### config.mk
export PLATFORM = sky130hd
export DESIGN_NAME = seq_const_mul
export DESIGN_NICKNAME = d
export VERILOG_FILES = /design/src/rtl/seq_const_mul.sv
export SDC_FILE = /design/constraint.sdc
export NUM_CORES = 1
export LEC_CHECK = 0
export BUFFER_PORTS_ARGS = -buffer_cell sky130_fd_sc_hd__buf_2
export CORE_AREA = 2 2 80 82
export CTS_BUF_LIST = sky130_fd_sc_hd__clkbuf_8
export CTS_CLUSTER_DIAMETER = 40
export DETAILED_ROUTE_END_ITERATION = 8
export DIE_AREA = 0 0 82 84
export PLACE_DENSITY = 0.51
export SETUP_SLACK_MARGIN = 0.4
export SLEW_MARGIN = 20
export SYNTH_ARGS = -nofsm -noshare
export SYNTH_HDL_FRONTEND = slang
export SYNTH_SLANG_ARGS = --single-unit
### constraint.sdc
create_clock -name i_clk -period 4.4 [get_ports i_clk]
set_clock_uncertainty 0.2 [all_clocks]
set_input_delay 0.22 -clock i_clk [delete_from_list [all_inputs] [get_ports i_clk]]
set_output_delay 0.22 -clock i_clk [all_outputs]
set_load 0.05 [all_outputs]
### src/rtl/seq_const_mul.sv
// rtl/seq_const_mul.sv - iterative shift-add multiplier p = a*k + cin with valid/ready handshakes
module seq_const_mul #(
  parameter  int IN_W  = 6,
  parameter  int K_W   = 4,
  localparam int OUT_W = IN_W + K_W
) (
  input  logic             i_clk,
  input  logic             i_rst,
  input  logic             i_valid,
  output logic             o_ready,
  input  logic [IN_W-1:0]  i_a,
  input  logic [K_W-1:0]   i_k,
  input  logic             i_cin,
  output logic             o_valid,
  input  logic             i_ready,
  output logic [OUT_W-1:0] o_p,
  output logic             o_busy
);

  localparam int             CNT_W = $clog2(K_W) + 1;
  localparam logic [CNT_W-1:0] LAST_CNT = CNT_W'(K_W - 1);

  typedef enum logic [1:0] {
    IDLE = 2'd0,
    RUN  = 2'd1,
    DONE = 2'd2
  } state_t;

  state_t           state;
  logic [OUT_W-1:0] acc;
  logic [OUT_W-1:0] a_reg;
  logic [K_W-1:0]   k_reg;
  logic [CNT_W-1:0] cnt;

  // acc is only written in IDLE (seed with cin) and RUN; it holds stable through DONE
  assign o_p = acc;

  // Control FSM and datapath: one multiplier bit consumed per RUN cycle, flags registered with the state
  always_ff @(posedge i_clk) begin
    if (i_rst) begin
      state   <= IDLE;
      acc     <= '0;
      a_reg   <= '0;
      k_reg   <= '0;
      cnt     <= '0;
      o_ready <= 1'b1;
      o_valid <= 1'b0;
      o_busy  <= 1'b0;
    end else begin
      case (state)
        IDLE: begin
          if (i_valid) begin
            a_reg   <= OUT_W'(i_a);
            k_reg   <= i_k;
            acc     <= OUT_W'(i_cin);
            cnt     <= '0;
            state   <= RUN;
            o_ready <= 1'b0;
            o_busy  <= 1'b1;
          end
        end
        RUN: begin
          // fixed K_W iterations; zero multiplier bits still cost a cycle
          if (k_reg[0]) begin
            acc <= acc + a_reg;
          end
          a_reg <= a_reg << 1;
          k_reg <= k_reg >> 1;
          cnt   <= cnt + CNT_W'(1);
          if (cnt == LAST_CNT) begin
            state   <= DONE;
            o_valid <= 1'b1;
          end
        end
        DONE: begin
          if (i_ready) begin
            state   <= IDLE;
            o_valid <= 1'b0;
            o_busy  <= 1'b0;
            o_ready <= 1'b1;
          end
        end
        default: begin
          state   <= IDLE;
          o_valid <= 1'b0;
          o_busy  <= 1'b0;
          o_ready <= 1'b1;
        end
      endcase
    end
  end

endmodule

==> flow_results.org <==
** Die
- Die Y :: approximately 84 um
- Die ar. :: 6888 sq um
- The initial utilization of the core area, before any placement, comes to 28.72%.
- Area of the core region :: 6096 sq um
- Top-Level Pins :: 28
- The die is between 80 and 90 um wide.
- Row Count :: 29

** Logic synthesis
- Cell types with the largest area share after synthesis :: sky130_fd_sc_hd__dfxtp_1 37%, sky130_fd_sc_hd__nor2_1 11%, sky130_fd_sc_hd__ha_1 7.9%
- The mapped netlist covers approximately 1800 sq um.
- Sequential elements use 36.60% of the synthesized area.
- In this run, distinct cell masters in the synthesized netlist total 45.
- In this run the mean area of a mapped cell was ~7.8 sq um.
- Counting every net in the synthesized netlist gives 250.
- The most used flip-flop cell after synthesis is sky130_fd_sc_hd__dfxtp_1.
- Of all cell types, the one taking the most synthesized area is sky130_fd_sc_hd__dfxtp_1.
- Counting every instance in the synthesized netlist gives roughly 220.
- Commonest cells post-synth :: 49 x sky130_fd_sc_hd__nor2_1, 32 x sky130_fd_sc_hd__dfxtp_1, 23 x sky130_fd_sc_hd__a21oi_1
- After synthesis the netlist holds a flip-flop and latch count of 32.
- Share of synthesized flip-flops with an asynchronous set or reset :: 0%
- By instance count, the leading cell after synthesis is sky130_fd_sc_hd__nor2_1.
- In this run, synthesis inferred 0 flip-flops with an integrated enable.
- Post-synth top area share :: 36.60%
- Yosys Warn Count :: 0

** Setup path
- WS Path Type :: reg2reg
- Worst setup EP type :: flop
- At the worst endpoint, the arrival time is around 2.5 ns.
- Critical Path Slowest Stage Cell :: sky130_fd_sc_hd__dfxtp_1
- Worst Reg-to-Reg Cells :: 5
- Walking the worst path, the cells encountered are nor2b_1 > nand2_1 > nor2_1 > nand4b_1 > o211ai_2.
- The worst register-to-register path begins at state[0]$_SDFFE_PP0P_.
- Capture point of the worst reg-to-reg path :: o_p[9]$_SDFFE_PP0P_
- Largest fanout on the critical path :: 26
- STA puts the critical path data required time at around 4.4 ns.
- The critical path ends at o_p[9]$_SDFFE_PP0P_.
- Crit-path max cell delay :: between 0.8 and 0.9 ns
- The worst setup path is launched from a flop.
- The critical path starts at state[0]$_SDFFE_PP0P_.
- Across all register-to-register paths, the minimum setup slack is around 1.9 ns.

** STA
- Final max-slew violation count :: 0
- Final hold violations :: 0
- Setup total negative slack on the finished layout was measured at 0 ns.
- For this run, the top clock speed supported by timing is between 300 and 400 MHz.
- Final worst path period share :: between 50% and 60%
- In this run the tightest slew margin relative to its limit is between 40% and 50%.
- After layout, the minimum clock period comes to 2.523 ns.
- Pin slew with the least headroom to its limit :: 0.7552 ns
- Setup violations remaining at the end of the flow were counted as 0.
- Setup repair after global routing missed its margin :: no

** Routing
- Number of DRC markers after the initial detailed-route iteration :: a little over 60
- Total detailed-routing wirelength :: 4.122 mm
- The first detailed-routing pass ran for 4 iterations.
- Routed length per instance :: 12.68 um
- Once detail routing completed, the nets flagged for antenna violations numbered 0.
- Vias per std cell :: roughly 5
- Via count :: about 1,600
- After detailed routing, the number of remaining DRC violations is 0.

** Clocking
- CTS clk-pin slew, worst paths :: roughly 0.070 ns
- Number of buffers inserted during clock tree synthesis :: 5
- Buffer depth of the longest clock path :: 2
- Counting every sink on the clock net gives 32.
- The clock reaches the later pin of the worst-skew pair after roughly 0.29 ns.
- Clock tree root driver cell :: sky130_fd_sc_hd__clkbuf_8
- TritonCTS built the clock tree.
- Number of buffers added for setup after CTS :: 0
- Count of H-tree levels built during CTS :: 2

** Global route
- The first global-routing pass estimated 6.768 mm of wire.
- The via count of the first global-routing pass was 1,428.
- Antenna violations before repair :: 0
- The total overflow left after global routing is 0.
- Entering global routing, the biggest net connects 31 pins.
- GRT Util Overall :: between 10 and 15%

** Finish
- In the final layout, the multi-input gates occupy 1022 sq um.
- FF+latch area :: 640.6 sq um
- After filler insertion, the fill cell instance count of the layout stands at approximately 670.
- From synthesis to final layout, the design area changed by 16.08%.
- Final standard cell area without fillers :: 2032 sq um
- Ratio of cells with drive above 1 in the final layout :: 15.73%
- The number of antenna diodes in the final layout is 0.
- Final #Nets :: around 270

** Placement
- At the end of routability-driven placement, the weighted congestion stood at ~0.8.
- Once placement finished, the instance area stood at between 1500 and 2000 sq um.
- Port Buf Inserts :: 27
- After legalization and detailed placement, the total HPWL measured just under 3 mm.

** Run status
- The run finished with clean final reports.

** Pwr
- Cell Pwr Density :: ~320 nW/um^2
- IR analysis of the VDD net gives a maximum drop of approximately 0.17 mV.
- Leakage power :: about 0.00089 uW

** Worst hold path
- Hold Crit Class :: in2reg
- Hold path depth :: 3

** Run
- Reported max-cap violation count :: 0
-- per-stage QoR --
step	setup WS (ns)	hold slack (ns)	power [uW]	std cells	util (%)
after floorplan	1.843	0.1826	393.5	223	-
after global placement	1.881	0.2648	417.8	316	31.63
after detailed placement	1.854	0.2692	417.8	316	31.63
after CTS	1.846	0.04681	662.0	325	33.33
after global routing	1.690	0.06338	688.3	325	33.33
final	1.877	0.05383	651.1	325	33.33
-- kinds of logic (layout without fill, tap and decap cells) --
logic type      count (synthesis)  in the layout  share of synthesized area, %
xor+xnor                        2              2                         1.001
buf+inv                        20             45                         5.003
simple gates                   95             95                         25.02
compound gates                 61             61                         22.80
fa+ha+maj                      12             12                         9.006
flops                          32             32                         36.60
mux                             1              1                        0.5719
-- worst max-delay path, delay by kind of cell (launching register included) --
kind | cells | cell delay [ns]
AND/OR/NAND/NOR | 4 | 1.35
flip-flops | 1 | 0.81
AO/OA/AOI/OAI | 1 | 0.10
-- area by class of cell --
type                    instances  share of cell area [%]
repair buffers                 28                   7.143
flip-flops and latches         32                   31.53
clock inverters                 2                  0.5542
well taps                      77                   4.741
multi-input cells             171                   50.31
clock buffers                   6                   4.064
inverters                       9                   1.663
-- cell usage in the layout, fill, tap and decap left out, drive strengths merged, types with 2 or more instances in the layout --
master  synthesis  routed
nor2           49      49
dfxtp          32      32
buf             5      27
a21oi          23      23
nand2          15      15
ha             11      11
inv             8       9
o21ai           9       9
nor2b           8       8
a211oi          7       7
a22oi           6       6
nor3            6       6
clkbuf          6       6
nand4           4       4
nand2b          3       3
or3             2       2
xnor2           2       2
a22o            2       2
a21o            2       2
nand3           2       2
-- routing by layer --
metal  part of all wire, %  vias to the layer above  wire [um]  GRT usage (%)
met3                   4.4                        7        180          3.355
met1                    50                      716       2075          16.91
met4                   1.6                        0         65          5.000
met5                     0                        -          0              0
met2                    44                       30       1802          19.29
li1                      -                      838          -              -
-- worst min-delay path by stage --
stage / endpoint / start
detailed placement: o_p[2]$_SDFFE_PP0P_ / o_p[2]$_SDFFE_PP0P_
CTS: o_valid$_SDFFE_PP0P_ / i_ready
floorplan: o_p[0]$_SDFFE_PP0P_ / i_cin
finish: o_valid$_SDFFE_PP0P_ / i_ready
global placement: o_p[3]$_SDFFE_PP0P_ / o_p[3]$_SDFFE_PP0P_
global route: o_valid$_SDFFE_PP0P_ / i_ready
-- report_power, final --
part / internal [uW] / total [uW] / switching, uW
Combinational: 34.0 / 93.2 / 59.1
Clock: 125 / 240 / 115
Sequential: 303 / 318 / 14.7
Total: 462 / 651 / 189
-- repair_timing --
action	CTS	global route
resized for setup	0	0
hold buffers	1	0
hold endpoints to repair	1	0
Power figures use the tool's default switching activity.
